### src/rtl/fir_pkg.sv
// Shared types and constants for fir_mac_filter: FSM state encoding, the default
// 5-tap coefficient set, and the clamp helper used when FIR_SATURATE_EN is defined.
package fir_pkg;

    typedef enum logic [1:0] {
        IDLE   = 2'd0,
        MAC    = 2'd1,
        OUT_LD = 2'd2,
        HOLD   = 2'd3
    } fir_state_t;

    localparam int DEF_TAPS = 5;
    localparam int DEF_COEF [DEF_TAPS] = '{5, 31, -7, 31, 5};

    // Working width of the clamp helper; the accumulator must not exceed it.
    localparam int SAT_W = 64;

    function automatic logic signed [SAT_W-1:0] fir_sat(
        input logic signed [SAT_W-1:0] v,
        input int                      w
    );
        logic signed [SAT_W-1:0] hi;
        logic signed [SAT_W-1:0] lo;
        hi = (64'sd1 <<< (w - 1)) - 64'sd1;
        lo = -(64'sd1 <<< (w - 1));
        if (v > hi) begin
            return hi;
        end
        if (v < lo) begin
            return lo;
        end
        return v;
    endfunction

endpackage

### src/rtl/fir_mac.sv
// Registered signed multiply-accumulate. Synchronous clear has priority over enable;
// the product is sign-extended into the accumulator at full precision.
module fir_mac #(
    parameter int DATA_W = 16,
    parameter int COEF_W = 6,
    parameter int ACC_W  = 25
) (
    input  logic                     clk,
    input  logic                     reset,
    input  logic                     clr_i,
    input  logic                     en_i,
    input  logic signed [DATA_W-1:0] a_i,
    input  logic signed [COEF_W-1:0] b_i,
    output logic signed [ACC_W-1:0]  acc_o
);

    localparam int PROD_W = DATA_W + COEF_W;

    logic signed [PROD_W-1:0] prod;
    logic signed [ACC_W-1:0]  acc_q;
    logic signed [ACC_W-1:0]  acc_d;

    assign prod = PROD_W'(a_i) * PROD_W'(b_i);

    // NOTE: every variable driven from always_comb gets a default first, so no latch can form.
    always_comb begin
        acc_d = acc_q;
        if (clr_i) begin
            acc_d = '0;
        end else if (en_i) begin
            acc_d = acc_q + ACC_W'(prod);
        end
    end

    // NOTE: sequential state is only ever updated with non-blocking assignments.
    always_ff @(posedge clk or posedge reset) begin
        if (reset) begin
            acc_q <= '0;
        end else begin
            acc_q <= acc_d;
        end
    end

    assign acc_o = acc_q;

endmodule

### src/rtl/fir_mac_filter.sv
// Time-multiplexed FIR: one MAC walks all taps per accepted sample, valid/ready on both sides.
// Optional build macro FIR_SATURATE_EN clamps the scaled output instead of wrapping it.
module fir_mac_filter
    import fir_pkg::*;
#(
    parameter int DATA_W    = 16,
    parameter int COEF_W    = 6,
    parameter int TAPS      = 5,
    parameter int OUT_SHIFT = 0,
    parameter int ACC_W     = DATA_W + COEF_W + $clog2(TAPS)
) (
    input  logic                      clk,
    input  logic                      reset,
    input  logic                      in_valid,
    output logic                      in_ready,
    input  logic signed [DATA_W-1:0]  in_data,
    output logic                      out_valid,
    input  logic                      out_ready,
    output logic signed [DATA_W-1:0]  out_data,
    input  logic                      coef_we,
    input  logic [$clog2(TAPS)-1:0]   coef_addr,
    input  logic signed [COEF_W-1:0]  coef_data,
    output logic                      busy
);

    localparam int IDX_W = $clog2(TAPS);

    fir_state_t state_q;
    fir_state_t state_d;
    logic [IDX_W-1:0] idx_q;
    logic [IDX_W-1:0] idx_d;

    logic signed [DATA_W-1:0] x_q [TAPS];
    logic signed [COEF_W-1:0] c_q [TAPS];
    logic signed [DATA_W-1:0] out_data_q;

    logic                     accept;
    logic                     coef_wr;
    logic                     last_tap;
    logic                     mac_en;
    logic signed [ACC_W-1:0]  acc;
    logic signed [ACC_W-1:0]  acc_shifted;
    logic signed [DATA_W-1:0] scaled;

    function automatic logic signed [COEF_W-1:0] coef_default(input int k);
        if (TAPS == DEF_TAPS) begin
            return COEF_W'(DEF_COEF[k]);
        end
        return (k == 0) ? COEF_W'(1) : '0;
    endfunction

    assign accept   = (state_q == IDLE) && in_valid;
    assign coef_wr  = (state_q == IDLE) && coef_we && (int'(coef_addr) < TAPS);
    assign last_tap = (int'(idx_q) == TAPS - 1);

    always_ff @(posedge clk or posedge reset) begin
        if (reset) begin
            state_q <= IDLE;
            idx_q   <= '0;
        end else begin
            state_q <= state_d;
            idx_q   <= idx_d;
        end
    end

    always_comb begin
        state_d = state_q;
        idx_d   = idx_q;
        case (state_q)
            IDLE: begin
                if (in_valid) begin
                    state_d = MAC;
                    idx_d   = '0;
                end
            end
            MAC: begin
                idx_d = idx_q + IDX_W'(1);
                if (last_tap) begin
                    state_d = OUT_LD;
                end
            end
            OUT_LD: state_d = HOLD;
            HOLD: begin
                if (out_ready) begin
                    state_d = IDLE;
                end
            end
            default: state_d = IDLE;
        endcase
    end

    always_comb begin
        in_ready  = 1'b0;
        busy      = 1'b1;
        out_valid = 1'b0;
        mac_en    = 1'b0;
        case (state_q)
            IDLE: begin
                in_ready = 1'b1;
                busy     = 1'b0;
            end
            MAC:     mac_en    = 1'b1;
            HOLD:    out_valid = 1'b1;
            default: ;
        endcase
    end

    // NOTE: the coefficient bank and delay line are reset explicitly; a reset must restore defaults.
    always_ff @(posedge clk or posedge reset) begin
        if (reset) begin
            for (int k = 0; k < TAPS; k++) begin
                x_q[k] <= '0;
                c_q[k] <= coef_default(k);
            end
            out_data_q <= '0;
        end else begin
            // The write lands on the accepting edge, so that sample already sees it.
            if (coef_wr) begin
                c_q[coef_addr] <= coef_data;
            end
            if (accept) begin
                x_q[0] <= in_data;
                for (int k = 1; k < TAPS; k++) begin
                    x_q[k] <= x_q[k-1];
                end
            end
            if (state_q == OUT_LD) begin
                out_data_q <= scaled;
            end
        end
    end

    fir_mac #(
        .DATA_W (DATA_W),
        .COEF_W (COEF_W),
        .ACC_W  (ACC_W)
    ) u_mac (
        .clk   (clk),
        .reset (reset),
        .clr_i (accept),
        .en_i  (mac_en),
        .a_i   (x_q[idx_q]),
        .b_i   (c_q[idx_q]),
        .acc_o (acc)
    );

    assign acc_shifted = acc >>> OUT_SHIFT;

`ifdef FIR_SATURATE_EN
    assign scaled = DATA_W'(fir_sat(SAT_W'(acc_shifted), DATA_W));
`else
    assign scaled = DATA_W'(acc_shifted);
`endif

    assign out_data = out_data_q;

endmodule

### config.mk
export PLATFORM = sky130hd
export DESIGN_NAME = fir_mac_filter
export DESIGN_NICKNAME = d
export VERILOG_FILES = /design/src/rtl/fir_pkg.sv /design/src/rtl/fir_mac.sv /design/src/rtl/fir_mac_filter.sv
export SDC_FILE = /design/constraint.sdc
export NUM_CORES = 1
export LEC_CHECK = 0
export BUFFER_PORTS_ARGS = -buffer_cell sky130_fd_sc_hd__buf_4
export CORE_MARGIN = 5
export CORE_UTILIZATION = 67
export DETAILED_ROUTE_END_ITERATION = 16
export GPL_TIMING_DRIVEN = 0
export HOLD_SLACK_MARGIN = 0.1
export PLACE_DENSITY = 0.83
export SYNTH_ARGS = -nofsm -noshare
export SYNTH_HDL_FRONTEND = slang
export SYNTH_SLANG_ARGS = --single-unit
### constraint.sdc
create_clock -name clk -period 14.5 [get_ports clk]
set_input_delay 2.9 -clock clk [delete_from_list [all_inputs] [get_ports clk]]
set_output_delay 2.9 -clock clk [all_outputs]
set_load 0.005 [all_outputs]
# == Word-level counts from Yosys, hierarchy flattened ==
# Cells that the tools add are included.
# word_totals
reg_bits,156
in_bits,30
output_inout_bits,19
wordCells,60
# classes
n_addsub,2
multipliers,1
n_lt_le_gt_ge,4
n_eq_ne,7
muxes,21
n_bitwise,2
reduce_logical,9
# op_table
cell,count
25-bit 2-to-1 mux,2
16-bit binary-select mux with 3-bit select,1
16-bit 2-to-1 mux,2
30-bit bitwise mux,1
25-bit by 22-bit adder with 25-bit output,1
16-bit by 6-bit multiplier with 22-bit output,1
6-bit binary-select mux with 3-bit select,1
6-bit demux with 3-bit select,1
6-bit 2-to-1 mux,3
"4-bit greater-or-equal comparator, second input constant",2
3-bit inverter with 4-bit output,2
2-bit case mux with 4 select lines,1
2-bit 2-to-1 mux,3
"2-bit != test, second input constant",3
3-bit case mux with 2 select lines,1
"2-bit equality test, second input constant",2
1-bit logical AND,4
"4-bit by 1-bit < comparator with 1-bit output, second input constant",1
1-bit 2-to-1 mux,4
2-bit nonzero test,2
"3-bit by 1-bit adder with 3-bit output, second input constant",1
"3-bit equality test, second input constant",1
"3-bit < comparator, second input constant",1
3-bit 2-to-1 mux,1
4 further kinds,4

# == Logic depth before layout (Yosys ltp) ==
# logic_depth
word_depth,8
depth_mapped,26
mapped_depth_nobuf,22

# == Cells and area by module ==
# A second synthesis with hierarchy kept.
# hier_totals
cells_unflattened,1039
hier_area_um2,11592.4
# by_module_without_submodules
mod,instances,cells_per_inst,area_each_um2,seq_area_each_um2
fir_mac_filter,1,415,6005.8,3300.7
fir_mac,1,624,5586.6,625.6

# == Worst setup path before layout ==
# Ideal clock, no wire load.
# synth_path
path_type,register to register
from,register idx_q[0]
to,register u_mac.acc_q[14] (netlist: u_mac.acc_o[14])
setup_ns,0.078
arrival_ns,5.674
required_time_ns,14.422
path_slack_ns,8.748
path_stages_with_launch,24
path_buffers,4
synth_period_minus_slack_ns,5.752
path_cell_list,dfrtp_1 > buf_6 > buf_6 > buf_4 > buf_2 > mux4_2 > a22oi_1 > nor2_1 > fa_1 > inv_1 > fa_1 > inv_1 > fa_1 > inv_1 > fa_1 > inv_1 > ha_1 > o21ai_0 > a21boi_0 > o21ai_0 > a21oi_1 > o22ai_1 > mux2_2 > a21oi_1
# synth_between
elab_chain_len,8
word_cells_on_any_way,11
cone_classes,add/sub (1); mul (1); mux (8); bitwise (1)
# synth_rtl
item,line_no,text
start: declaration,fir_mac_filter.sv:30,logic [IDX_W-1:0] idx_q;
start signal: assignment,fir_mac_filter.sv:62,idx_q <= idx_d;
3-bit inverter with 4-bit output (implied by the code) *,"fir_mac_filter.sv:142, fir_mac_filter.sv:143",
16-bit binary-select mux with 3-bit select or 6-bit binary-select mux with 3-bit select (tied branches),"fir_mac_filter.sv:142, fir_mac_filter.sv:143",
16-bit 2-to-1 mux (implied by the code) or 6-bit 2-to-1 mux (tied branches) (2 in a row),"fir_mac_filter.sv:142, fir_mac_filter.sv:143",
16-bit by 6-bit multiplier with 22-bit output *,fir_mac.sv:23,assign prod = PROD_W'(a_i) * PROD_W'(b_i);
25-bit by 22-bit adder with 25-bit output *,fir_mac.sv:31,acc_d = acc_q + ACC_W'(prod);
25-bit 2-to-1 mux *,fir_mac.sv:30,end else if (en_i) begin
25-bit 2-to-1 mux *,fir_mac.sv:28,if (clr_i) begin
end signal: assignment,fir_mac.sv:38,acc_q <= '0;
end signal: assignment,fir_mac.sv:40,acc_q <= acc_d;
end: declaration,fir_mac.sv:20,logic signed [ACC_W-1:0] acc_q;
# Every way passes the cells marked *; elsewhere a longest branch is shown, timed or not. The select of a mux whose other input is x is not followed.
# A chain may end at the register's enable or synchronous reset.

# == Worst setup path in the final report ==
# layout_path
from,register idx_q[1]
to,register u_mac.acc_q[14] (netlist: u_mac.acc_o[14])
# Same word-level chain as after synthesis.

==> qor.txt <==
RSZ-0062 raised after global routing = false
r2r setup slk = 7.55 ns
final slew viol count = 0
first-pass GRT wire length = 38.4 mm
starting density of the core = 68.2%
ys async rst share = 100%
Post-synth top flop = dfrtp_1
clock root cell = clkbuf_16
relative slew slack = 29.7%
post-DR vias/cell = 5.86
clk slew on worst S/H paths = 0.06 ns
CTS tree = done
CTS sink count = 147
fin crit share = 47.9%
GRT Util Overall = 30.3%
Max Root-Sink Buffers = 2
Die Width = 129 um
area of the core = 0.0138 mm2
TritonCTS Buffers = 17
hold path startpoint = x_q[12]
critical path startpoint category = flop
#FFs+latches synth = 147
Syn-to-layout area delta = 12.8%
CTS H-tree lvls = 4
critical path type = reg2reg
crit path max fanout = 10
Reg2Reg Capture Point = u_mac.acc_o[14]
minimum clock period = 6.95 ns
grt total ovfl = 0
number of DRC markers in iteration 0 = 505
start point of the critical path = idx_q[1]
sequential share of the synthesized area = 39.3%
# hold bufs at CTS = 0
delay-heaviest family, CP = adder cells
initial antenna violation count = 0
clock latency on the worst-skew pair = 0.44 ns
worst path arrival time = 7.30 ns
highest cell delay on the worst timing path = 0.58 ns
worst path required time = 14.85 ns
post-CTS sizing = 0
Worst Hold Depth = 2
crit-path cells = buf_2 -> buf_2 -> buf_1 -> mux4_2 -> a22oi_1 -> nor2_1 -> fa_1 -> inv_1 -> fa_1 -> inv_1 -> fa_1 -> inv_1 -> fa_1 -> inv_1 -> ha_1 -> o21ai_0 -> a21boi_0 -> o21ai_0 -> a21oi_1 -> o22ai_1 -> mux2_2 -> a21oi_1
total wire length = 23.3 mm
synthesized area = 0.00943 mm2
run status = finished, final reports clean
hpwl dp = 16.1 mm
average wire per standard cell = 18.8 um
Hold Crit Class = reg2reg
Syn Inst Count = 976
Hold Fails Final Rpt = 0
fin area = 0.0106 mm2
syn nets = 1105
mean post-synth cell area = 9.66 um2
residual DRC count = 0
Final #Nets = 1173
R2R depth = 22
final setup TNS = 0 ns
vias in the first global route = 7503
FMAX = 144 MHz
Max Cap Viol = 0
Final Util = 76.9%
via count = 7247
n_diodes = 0
die area = 0.0165 mm2
Worst Tran Pin Value = 1.05 ns
WP buf/inv = 7
Rows = 43
drt pass-1 iters = 5
Synth Warn # = 0
# Post-CTS Setup Buffers = 0
die height = 129 um
Ports = 49
area of placed instances = 0.0100 mm2
slowest CP cell = a22oi_1
GPL Wtd Cong = 0.943
Final ANT Viol Nets = 0
WHS Endpoint = x_q[12]
Synth cell types = 56
Critical Path End Type = flop
largest net degree at the start of global routing = 79
number of flops mapped to enable cells by yosys = 0
reg2reg start = idx_q[1]
PortBufs = 48
layout cells sized above 1 = 16.7%
Final Skew = 0.00946 ns
setup violators final = 0
## routing by layer
layer	global-route usage, %	routed length [um]	up-vias
li1	-	-	3288
met1	39.5	9350	3577
met2	49.8	11400	314
met3	5.81	1640	68
met4	13.6	860	0
met5	0	0	-
## stage by stage
stage	setup slack, ns	instances	hold WS [ns]
finish	7.55	1237	0.476
global placement	6.13	1204	0.458
CTS	7.67	1237	0.477
global route	7.29	1237	0.503
detailed placement	7.80	1205	0.463
floorplan	7.68	976	0.446
## area by class of cell
| type | count | area, um2 |
|---|---|---|
| fill | 919 | 3200 |
| clock buffer | 24 | 482 |
| timing repair buffer | 49 | 388 |
| multi-input combinational | 691 | 5180 |
| inverter | 93 | 354 |
| tap | 180 | 225 |
| clock inverter | 8 | 104 |
| sequential | 147 | 3700 |
| buffer | 45 | 201 |
## cell usage after synthesis (5+ instances only)
| master | number | share of area (%) |
|---|---|---|
| nand2_1 | 253 | 10 |
| dfrtp_1 | 129 | 34 |
| inv_1 | 91 | 3.6 |
| nor2_1 | 85 | 3.4 |
| fa_1 | 58 | 12 |
| mux2_2 | 50 | 6.0 |
| ha_1 | 41 | 5.4 |
| clkbuf_1 | 32 | 1.3 |
| mux2i_1 | 29 | 3.1 |
| o21ai_0 | 29 | 1.5 |
| dfstp_2 | 18 | 5.0 |
| a21oi_1 | 16 | 0.85 |
| nand2b_1 | 14 | 0.93 |
| nor2b_1 | 14 | 0.93 |
| mux4_2 | 10 | 2.4 |
| a22oi_1 | 9 | 0.72 |
| xnor2_1 | 9 | 0.84 |
| o21a_1 | 7 | 0.56 |
| xor2_1 | 7 | 0.65 |
| buf_2 | 5 | 0.27 |
| nor3_1 | 5 | 0.27 |
## worst max-delay path by stage
stage                       to  slack [ns]  cells after the start
2_1_floorplan          c_q[11]        7.68                      1
3_3_place_gp            c_q[4]        6.13                      2
3_5_place_dp   u_mac.acc_o[15]        7.80                     20
4_1_cts        u_mac.acc_o[14]        7.67                     22
5_1_grt        u_mac.acc_o[15]        7.29                     21
6_report       u_mac.acc_o[14]        7.55                     22
## registers in the layout, summed over array words and instances, names as in the netlist
name / count
state_q: 2
out_data: 16
x_q: 80
c_q: 30
idx_q: 3
u_mac.acc_o: 16
## tightest hold or removal path: cells and delay by family (launching register included)
family	cells	cell delay [ns]
and+or+nand+nor	2	0.10
DFF	1	0.34
## placed cells by master (no fill, tap or decap), drive strengths merged, types with 18 or more instances in the layout
cell    netlist  routed
nand2       253     253
dfrtp       129     129
inv          92      93
nor2         85      85
buf          13      62
fa           58      58
clkbuf       32      56
mux2         50      50
ha           41      41
o21ai        33      33
mux2i        29      29
dfstp        18      18
## cell families after synthesis
group	count (synthesis)	share of synthesized area, %
flops	147	39.3
xor+xnor	18	1.96
simple gates	389	17.0
fa+ha+maj	99	17.8
buf+inv	138	5.84
compound gates	96	6.74
mux	89	11.4
Power is left out: the tool's default activity adds up to more than one toggle a clock period on the data nets, which glitch-free logic cannot reach.
